<file path="src/rtl/conv_sequencer.sv">
// Start/done run sequencer: releases memory, then the PE, 3x3 and 2x2 engines for
// fixed cycle budgets, then enables the display. Enabled engines run in that order; disabled engines are skipped.
module conv_sequencer #(
  parameter int MEM_CYC = 16,
  parameter int PE_CYC  = 40,
  parameter int SA3_CYC = 12,
  parameter int SA2_CYC = 14
) (
  input  logic        clk,
  input  logic        rst,
  input  logic        start,
  input  logic [2:0]  run_mask,
  output logic        rst_mem,
  output logic        rst_pe,
  output logic        rst_3b3,
  output logic        rst_2b2,
  output logic        rst_disp,
  output logic        busy,
  output logic        done,
  output logic [2:0]  phase,
  output logic [15:0] run_cycles
);

  typedef enum logic [2:0] {
    S_IDLE  = 3'd0,
    S_CLEAR = 3'd1,
    S_LOAD  = 3'd2,
    S_PE    = 3'd3,
    S_SA3   = 3'd4,
    S_SA2   = 3'd5,
    S_SHOW  = 3'd6
  } state_t;

  state_t     state, state_nxt;
  logic [7:0] cnt, cnt_nxt;
  logic [2:0] mask_q;

  // First enabled phase after s; disabled engines consume no cycles.
  function automatic state_t after(input state_t s, input logic [2:0] m);
    state_t r;
    r = S_SHOW;
    case (s)
      S_LOAD:  r = m[0] ? S_PE : (m[1] ? S_SA3 : (m[2] ? S_SA2 : S_SHOW));
      S_PE:    r = m[1] ? S_SA3 : (m[2] ? S_SA2 : S_SHOW);
      S_SA3:   r = m[2] ? S_SA2 : S_SHOW;
      default: r = S_SHOW;
    endcase
    return r;
  endfunction

  function automatic logic [7:0] budget(input state_t s);
    logic [7:0] b;
    b = 8'd0;
    case (s)
      S_LOAD:  b = 8'(MEM_CYC - 1);
      S_PE:    b = 8'(PE_CYC - 1);
      S_SA3:   b = 8'(SA3_CYC - 1);
      S_SA2:   b = 8'(SA2_CYC - 1);
      default: b = 8'd0;
    endcase
    return b;
  endfunction

  always_comb begin
    state_nxt = state;
    cnt_nxt   = cnt;
    case (state)
      S_IDLE, S_SHOW: if (start) state_nxt = S_CLEAR;
      S_CLEAR:        state_nxt = S_LOAD;
      S_LOAD, S_PE, S_SA3, S_SA2: begin
        if (cnt == 8'd0) state_nxt = after(state, mask_q);
        else             cnt_nxt   = cnt - 8'd1;
      end
      default:        state_nxt = S_IDLE;
    endcase
    // Down-counter reloads with budget-1 on every phase entry.
    if (state_nxt != state) cnt_nxt = budget(state_nxt);
  end

  // All outputs are registered from the next state so they line up with the phase.
  always_ff @(posedge clk) begin
    if (rst) begin
      state      <= S_IDLE;
      cnt        <= 8'd0;
      mask_q     <= 3'b000;
      rst_mem    <= 1'b1;
      rst_pe     <= 1'b1;
      rst_3b3    <= 1'b1;
      rst_2b2    <= 1'b1;
      rst_disp   <= 1'b0;
      busy       <= 1'b0;
      done       <= 1'b0;
      phase      <= 3'd0;
      run_cycles <= 16'd0;
    end else begin
      state    <= state_nxt;
      cnt      <= cnt_nxt;
      phase    <= state_nxt;
      busy     <= (state_nxt != S_IDLE) && (state_nxt != S_SHOW);
      done     <= (state_nxt == S_SHOW) && (state != S_SHOW);
      rst_disp <= (state_nxt == S_SHOW);
      if (state_nxt == S_CLEAR && state != S_CLEAR) mask_q <= run_mask;

      // Resets only reassert in IDLE/CLEAR; otherwise a released unit stays released.
      case (state_nxt)
        S_IDLE, S_CLEAR: begin
          rst_mem <= 1'b1;
          rst_pe  <= 1'b1;
          rst_3b3 <= 1'b1;
          rst_2b2 <= 1'b1;
        end
        S_LOAD:  rst_mem <= 1'b0;
        S_PE:    rst_pe  <= 1'b0;
        S_SA3:   rst_3b3 <= 1'b0;
        S_SA2:   rst_2b2 <= 1'b0;
        default: ;
      endcase

      // busy here is the current cycle's value, so CLEAR itself is counted.
      if (state_nxt == S_CLEAR && state != S_CLEAR) run_cycles <= 16'd0;
      else if (busy && run_cycles != 16'hFFFF)      run_cycles <= run_cycles + 16'd1;
    end
  end

endmodule

</file>
<file path="config.mk">
export PLATFORM = sky130hd
export DESIGN_NAME = conv_sequencer
export DESIGN_NICKNAME = d
export VERILOG_FILES = /design/src/rtl/conv_sequencer.sv
export SDC_FILE = /design/constraint.sdc
export NUM_CORES = 1
export LEC_CHECK = 0
export ABC_AREA = 0
export CAP_MARGIN = 15
export CORE_ASPECT_RATIO = 1.1
export CORE_MARGIN = 4
export CORE_UTILIZATION = 30
export CTS_BUF_LIST = sky130_fd_sc_hd__clkbuf_16
export CTS_CLUSTER_DIAMETER = 150
export CTS_CLUSTER_SIZE = 16
export DETAILED_ROUTE_END_ITERATION = 10
export HOLD_SLACK_MARGIN = 0.02
export PLACE_DENSITY = 0.51
export SLEW_MARGIN = 20
export SYNTH_ARGS = -nofsm -noshare
export SYNTH_HDL_FRONTEND = slang
export SYNTH_SLANG_ARGS = --single-unit
</file>
<file path="constraint.sdc">
create_clock -name clk -period 2 [get_ports clk]
set_input_delay 0.2 -clock clk [delete_from_list [all_inputs] [get_ports clk]]
set_output_delay 0.2 -clock clk [all_outputs]
set_load 0.01 [all_outputs]
</file>
# == Word-level counts from Yosys, hierarchy flattened ==
# Cells that the tools add are included.
# op_classes
addsub,2
n_eq_ne,18
muxes,15
reduce_logical,18
# ops
operator,n
$mux W8,3
$pmux W6 S4,1
$eq A3 B3 Y1 const B,6
$pmux W3 S3,2
$add A16 B1 Y16 const B,1
$ne A16 B16 Y1 const B,1
$eq A3 B2 Y1 const B,4
$mux W3,4
$reduce_bool A2 Y1,5
$logic_not A8 Y1,1
$pmux W1 S2,4
$sub A8 B1 Y8 const B,1
$eq A3 B1 Y1 const B,2
$logic_not A3 Y1,2
$ne A3 B3 Y1 const B,2
$reduce_or A2 Y1,3
$logic_and A1 B1 Y1,4
$reduce_or A4 Y1,1
$ne A3 B1 Y1 const B,1
$ne A3 B3 Y1,1
$reduce_bool A3 Y1,1
$mux W2,1
$ne A2 B1 Y1 const B,1
$reduce_and A2 Y1,1
# totals
regBits,37
output_inout_bits,26
word_cells,64

# == Longest topological paths before layout ==
# Gate-level depths: netlist of run 1.
# depth
depth_word,9
ltp_mapped,8
ltp_nobuf,7

# == Worst setup path before layout of run 1 ==
# Ideal clock, no wire load.
# synth_path
path_kind,register to register
startpoint,register cnt[0]
endpoint,register rst_2b2
setup_ps,122
arrival_ps,1884
path_slack_ps,-5
stages_incl_launch_ff,9
n_path_buf,1
cell_sequence,dfxtp_1 -> inv_1 -> ha_1 -> nor3b_1 -> a21oi_1 -> a211o_1 -> and2_1 -> buf_2 -> a221o_1
# synth_between
elab_chain_len,6
word_cells_on_any_way,9
cone_classes,eq/ne: 2; mux: 3; reduce/logical: 4
# synth_rtl
item,line_no,rtl
from (decl),35,"logic [7:0] cnt, cnt_nxt;"
from (signal assigned),97,cnt <= cnt_nxt;
$logic_not A8 Y1 (*),71,"if (cnt == 8'd0) state_nxt = after(state, mask_q);"
$mux W3 (*),71,
$pmux W3 S3 (*),67,case (state)
$eq A3 B1 Y1 / $logic_not A3 Y1 (equally long branches),105,case (state_nxt)
$reduce_or A2 Y1,105,
$pmux W1 S2 / $reduce_bool A2 Y1 (equally long branches),-,
to (signal assigned),89,rst_2b2 <= 1'b1;
to (signal assigned),110,rst_2b2 <= 1'b1;
to (signal assigned),115,S_SA2: rst_2b2 <= 1'b0;
to (decl),16,"output logic rst_2b2,"
# Mark *: on every way between the ends. The rest lies on a longest branch, timed or not.
# A chain may end at the register's enable or synchronous reset.

# == Worst setup path after layout of run 1 ==
# layout_path
startpoint,register state[1]
endpoint,register cnt[3]
# layout_between
elab_chain_len,7
word_cells_on_any_way,23
cone_classes,eq/ne: 12; mux: 6; reduce/logical: 5
# layout_rtl
item,line_no,rtl
from (decl),34,"state_t state, state_nxt;"
from (signal assigned),96,state <= state_nxt;
$eq A3 B3 Y1 / $eq A3 B2 Y1 (equally long branches),"42, 67",
$pmux W3 S3,42,case (s)
$mux W3,71,
$pmux W3 S3,67,
$eq A3 B3 Y1 (tied with other cells),54,case (s)
$pmux W6 S4 (tied with other cells),54,
$mux W8 / $reduce_and A2 Y1 (equally long branches),-,
# Several ways; a longest one is shown, not always the timed one.

==> results of run 1 <==
## synthesized netlist by cell type (5+ instances only)
cell type / count
xnor2_1: 5
a21oi_1: 9
xor2_1: 13
nand3_1: 12
dfxtp_1: 37
a221o_1: 5
nand2_1: 9
nor2_1: 30
nor3_1: 6
o21ai_0: 6
and3_1: 5
clkbuf_1: 5
## worst max-delay path: stages, from the launching register on
cell,delay [ns]
dfxtp_2,0.36
nor2b_4,0.15
a311o_1,0.39
a221o_2,0.44
a211o_1,0.29
a311oi_2,0.22
## layout make-up
class / count / area [µm²]
Tap cell: 80 / 100.1
Clock buffer: 5 / 125.1
Clock inverter: 3 / 37.54
Fill cell: 630 / 3346
Inverter: 3 / 11.26
Timing Repair Buffer: 74 / 640.6
Multi-Input combinational cell: 164 / 1186
Sequential cell: 37 / 747.0
## repair_timing
| item | in CTS | in global routing |
|---|---|---|
| pin swaps | 2 | 12 |
| resized for setup | 2 | 21 |
| endpoints found under the setup margin | 9 | 13 |
| buffers inserted | 1 | 1 |
## stage by stage
stage | hold WS [ns] | utilization | TNS (ns)
2_1_floorplan | 0.3386 | - | 0
3_3_place_gp | 0.4780 | 0.4172 | 0
3_5_place_dp | 0.4740 | 0.4172 | -0.2798
4_1_cts | 0.4964 | 0.4459 | 0
5_1_grt | 0.5118 | 0.4598 | -0.004851
6_report | 0.5005 | 0.4598 | 0
## report_power, final
part | internal [mW] | switching, mW | total (mW)
combinational | 0.959 | 0.867 | 1.83
sequential | 0.863 | 0.124 | 0.986
clock | 0.579 | 0.290 | 0.869
## cell families (layout without fill, tap and decap cells)
family                   after synthesis  count (layout)  synth area share
AO/OA/AOI/OAI                         46              46            0.1860
XOR/XNOR                              18              18           0.08251
adder cells (fa/ha/maj)                3               3           0.01965
buffers and inverters                 13              85           0.03209
flip-flops                            37              37            0.3877
multiplexers                           4               4           0.02096
AND/OR/NAND/NOR                       93              93            0.2711
## registers in the layout (all words and copies together) (netlist names)
| register | flops |
|---|---|
| rst_pe | 1 |
| busy | 1 |
| done | 1 |
| rst_disp | 1 |
| rst_3b3 | 1 |
| rst_mem | 1 |
| mask_q | 3 |
| rst_2b2 | 1 |
| state | 3 |
| cnt | 8 |
| run_cycles | 16 |
## how the worst max path moves through the flow
| stage | cells after the start | from | end |
|---|---|---|---|
| 6_report | 5 | state[1] | cnt[3] |
| 5_1_grt | 6 | state[1] | rst_3b3 |
| 4_1_cts | 5 | state[1] | cnt[3] |
| 3_5_place_dp | 8 | cnt[0] | rst_3b3 |
| 3_3_place_gp | 8 | cnt[0] | cnt[1] |
| 2_1_floorplan | 7 | cnt[0] | rst_2b2 |
## routing by layer
layer	vias up	track usage	part of all wire
met4	0	0.05094	0.013
met2	36	0.2211	0.48
li1	936	-	-
met3	6	0.03774	0.039
met5	-	0	0
met1	867	0.1699	0.47
==> flow_metrics.env, run 1 <==
export IMPL_post_route_period_util=0.9629
export IMPL_core_area_mm2=0.006193
export IMPL_clk_latency_ns=0.28
export IMPL_synthesis_area_mm2=0.001911
export IMPL_clock_fmax_ghz=0.5193
export IMPL_ir_worst_vdd_mv=0.6865
export IMPL_place_ws_ns=-0.06576
export IMPL_r2r_end="cnt[3]"
export IMPL_slew_headroom=0.7114
export IMPL_worstPathRequired_ns=2.20
export IMPL_cts_htree_levels=2
export IMPL_drt_initial_drc_count=87
export IMPL_die_x_um=84.09
export IMPL_r2r_start="state[1]"
export IMPL_yosys_warnings=0
export IMPL_area_growth_syn_to_layout_pct=49.05
export IMPL_min_path_cells=1
export IMPL_dieHeight_um=91.70
export IMPL_synth_edf_count=0
export IMPL_layout_common_cells="buf_4 (41), dfxtp_1 (32), clkdlybuf4s50_1 (31), nor2_1 (30), xor2_1 (12)"
export IMPL_nets=294
export IMPL_synth_seq_cells=37
export IMPL_reg2regPathDepth=5
export IMPL_place_gp_congestion=0.7587
export IMPL_clock_sinks=37
export IMPL_worst_pin_slew_ns=0.4315
export IMPL_worstPathMaxFanout=6
export IMPL_grt_pass1_vias=1789
export IMPL_finalSetupViolCount=0
export IMPL_grt_antenna_before_repair=0
export IMPL_period_needed_ns=1.926
export IMPL_yosys_most_used_dff="dfxtp_1"
export IMPL_io_pins=32
export IMPL_min_to="rst_pe"
export IMPL_synthTopCellsByArea="dfxtp_1 (39%), xor2_1 (6.0%), nor2_1 (5.9%), nand3_1 (3.1%), a221o_1 (2.6%)"
export IMPL_min_from="rst_pe"
export IMPL_row_count=30
export IMPL_grt_max_degree=17
export IMPL_netlist_area_leader_share=0.3877
export IMPL_wl_um=5002
export IMPL_routedWlPerCell_um=13.67
export IMPL_holdBufCountCts=0
export IMPL_p_total_mw=3.681
export IMPL_finalNonFillerCells=366
export IMPL_final_cell_area_mm2=0.002848
export IMPL_clock_path_buffers=2
export IMPL_startpoint_type="flop"
export IMPL_cap_violations=0
export IMPL_end_kind="flop"
export IMPL_final_common_cell="buf_4"
export IMPL_rsz0062_at_grt="true"
export IMPL_report_final_slew_viol_count=0
export IMPL_grt_use_total=0.1358
export IMPL_path_clk_slew_ns=0.06
export IMPL_worst_slack_ns=0.07425
export IMPL_tritoncts="built"
export IMPL_cts_root_buffer="clkbuf_16"
export IMPL_hold_class="flop to flop"
export IMPL_via_per_inst=5.041
export IMPL_cp_arrival_ns=2.12
export IMPL_syn_area_per_cell_um2=8.928
export IMPL_port_buffers=31
export IMPL_start_util=0.3085
export IMPL_leakage_nw=1.067
export IMPL_synthCells=214
export IMPL_grt_first_pass_wirelength_um=8487
export IMPL_dr_total_vias=1845
export IMPL_drtPass1Iterations=4
export IMPL_synth_nets=223
export IMPL_n_antenna_cell=0
export IMPL_reg2reg_slack_ns=0.07
export IMPL_hold_viol_final=0
export IMPL_drc_errors=0
export IMPL_yosys_area_top_type="dfxtp_1"
export IMPL_dp_hpwl_um=3681
export IMPL_placed_area_mm2=0.002584
export IMPL_status="complete, no violations"
export IMPL_fp_dieArea_mm2=0.007711
export IMPL_fin_worst_skew_ns=0.007571
export IMPL_synth_cell_types=53
export IMPL_drt_antenna_violating_nets=0
export IMPL_gr_total_overflow=0
export IMPL_path_class="flop to flop"
export IMPL_drive_gt1_frac=0.2762
export IMPL_cts_buffers_inserted=5
export IMPL_place_inst=356
export IMPL_p_per_area_mw_per_mm2=1293
export IMPL_async_reset_ff_frac=0
export IMPL_yosysSeqAreaShare=0.3877
Power figures use the tool's default switching activity.
==> inputs of run 2 (changes only) <==
--- a/config.mk
+++ b/config.mk
@@ -9,13 +9,13 @@
 export CAP_MARGIN = 15
 export CORE_ASPECT_RATIO = 1.1
 export CORE_MARGIN = 4
-export CORE_UTILIZATION = 30
+export CORE_UTILIZATION = 35
 export CTS_BUF_LIST = sky130_fd_sc_hd__clkbuf_16
 export CTS_CLUSTER_DIAMETER = 150
 export CTS_CLUSTER_SIZE = 16
 export DETAILED_ROUTE_END_ITERATION = 10
 export HOLD_SLACK_MARGIN = 0.02
-export PLACE_DENSITY = 0.51
+export PLACE_DENSITY = 0.58
 export SLEW_MARGIN = 20
 export SYNTH_ARGS = -nofsm -noshare
 export SYNTH_HDL_FRONTEND = slang
==> run 2 against run 1 <==
  * Via count down 3.8%
  * Final cell count is 5.5% lower
  * Register-to-register slack worse by 0.03 ns
  * Setup slack worse by 0.026 ns
  * Critical path depth increased by 1
  * Non-clock buffer count down 12
  * Core utilization grew 6.5 points
  * Clock-buffer cell count unchanged
  * Final area down 5.3%
  * Critical endpoint is now rst_3b3
  * Largest cell class unchanged
  * Highest routed layer unchanged
==> flow_metrics.env, run 2 (synthesis results as in run 1) <==
export IMPL_status="complete, no violations"
export IMPL_end_kind="flop"
export IMPL_start_util=0.3721
export IMPL_row_count=27
export IMPL_cts_root_buffer="clkbuf_16"
export IMPL_dieHeight_um=85.49
export IMPL_n_antenna_cell=0
export IMPL_post_route_period_util=0.9758
export IMPL_leakage_nw=1.001
export IMPL_core_area_mm2=0.005135
export IMPL_grt_max_degree=18
export IMPL_dp_hpwl_um=3441
export IMPL_critPathLaunch="state[2]"
export IMPL_final_cell_area_mm2=0.002696
export IMPL_cp_arrival_ns=2.11
export IMPL_drt_antenna_violating_nets=0
export IMPL_clock_path_buffers=2
export IMPL_final_common_cell="dfxtp_1"
export IMPL_largest_reg_flops=16
export IMPL_drc_errors=0
export IMPL_layout_common_cells="dfxtp_1 (33), clkdlybuf4s50_1 (31), buf_4 (31), nor2_1 (30), xor2_1 (13)"
export IMPL_port_buffers=31
export IMPL_cts_htree_levels=2
export IMPL_cpPeakStageDelay_ns=0.37
export IMPL_nets=282
export IMPL_path_class="flop to flop"
export IMPL_io_pins=32
export IMPL_fin_worst_skew_ns=0.005759
export IMPL_clock_sinks=37
export IMPL_min_from="rst_3b3"
export IMPL_placed_area_mm2=0.002484
export IMPL_gr_total_overflow=0
export IMPL_cts_buffers_inserted=5
export IMPL_rsz0062_at_grt="true"
export IMPL_p_total_mw=3.509
export IMPL_period_needed_ns=1.952
export IMPL_utilization=0.5251
export IMPL_grt_first_pass_wirelength_um=7907
export IMPL_grt_antenna_before_repair=0
export IMPL_drt_initial_drc_count=73
export IMPL_path_clk_slew_ns=0.06
export IMPL_startpoint_type="flop"
export IMPL_grt_use_total=0.1464
export IMPL_ir_worst_vdd_mv=0.6809
export IMPL_p_per_area_mw_per_mm2=1301
export IMPL_via_per_inst=5.130
export IMPL_place_gp_congestion=0.7695
export IMPL_hold_viol_final=0
export IMPL_fp_dieArea_mm2=0.006706
export IMPL_wl_um=4593
export IMPL_cap_violations=0
export IMPL_slew_headroom=0.6128
export IMPL_hold_class="flop to flop"
export IMPL_clk_latency_ns=0.28
export IMPL_crit_chain="nor4bb_1, a311o_1, a221oi_2, buf_4, nand3_1, a221o_1"
export IMPL_grt_pass1_vias=1709
export IMPL_drtPass1Iterations=4
export IMPL_largestRegisters="run_cycles x16, cnt x8"
export IMPL_worst_pin_slew_ns=0.5808
export IMPL_dr_total_vias=1775
export IMPL_tritoncts="built"
export IMPL_largest_register="run_cycles"
export IMPL_cp_slowest_cell="dfxtp_2"
export IMPL_report_final_slew_viol_count=0
export IMPL_finalSetupViolCount=0
export IMPL_drive_gt1_frac=0.2153
export IMPL_clock_fmax_ghz=0.5124
export IMPL_fill_cells=507
export IMPL_worstPathMaxFanout=8
export IMPL_r2r_start="state[2]"
export IMPL_routedWlPerCell_um=13.27
export IMPL_area_growth_syn_to_layout_pct=41.13
export IMPL_die_x_um=78.45
export IMPL_worstPathRequired_ns=2.16
[run 2: cell types whose count changed in the layout (fill, tap and decap cells not counted), sizes merged]
cell  change
buf      -12
[run 2: metal layers]
metal	track usage	part of all wire
met5	0	0
met4	0.04769	0.015
met3	0.04097	0.040
met2	0.2391	0.46
met1	0.1864	0.48
[run 2: where the power goes]
part	total (mW)	internal (mW)	switching, mW
Clock	0.863	0.579	0.285
Combinational	1.66	0.855	0.805
Sequential	0.986	0.861	0.125
Total	3.51	2.29	1.21
[run 2: path summary, 6_finish.rpt]
path	endpoint	slack, ns	cells after the start
worst min register to register	rst_3b3	0.49	1
worst min-delay path	rst_3b3	0.49	1
worst max register to register	rst_3b3	0.05	6
worst max-delay path	rst_3b3	0.05	6
[run 2: cell type report]
type,instances,area (µm²),share of cell area
clock buffer,5,125.1,0.04640
timing repair buffer,62,543.0,0.2014
clock inverter,3,37.54,0.01392
multi-input combinational,164,1144,0.4241
sequential,37,745.7,0.2766
inverter,3,11.26,0.004176
tap,72,90.09,0.03341
[run 2: worst max-delay path, delay by kind of cell (launching register included)]
family / cells / cell delay [ns]
buf+inv: 1 / 0.18
flops: 1 / 0.37
compound gates: 3 / 1.05
simple gates: 2 / 0.24
[run 2: what timing repair did]
item,4_1_cts,5_1_grt
endpoints found under the setup margin,8,24
hold endpoints to repair,0,0
gates cloned,0,0
pin swaps,6,3
hold buffers,0,0
setup buffers,1,1
gates resized for setup,8,6
[run 2: stage by stage]
step | std cells | setup TNS (ns) | setup WS, ns | hold slack (ns)
2_1_floorplan | 214 | 0 | 0.02391 | 0.3386
3_3_place_gp | 336 | -0.5116 | -0.1717 | 0.4786
3_5_place_dp | 336 | -0.4575 | -0.1457 | 0.4715
4_1_cts | 345 | -0.001100 | -0.001100 | 0.4913
5_1_grt | 346 | -0.2120 | -0.04483 | 0.5102
6_report | 346 | 0 | 0.04831 | 0.4869
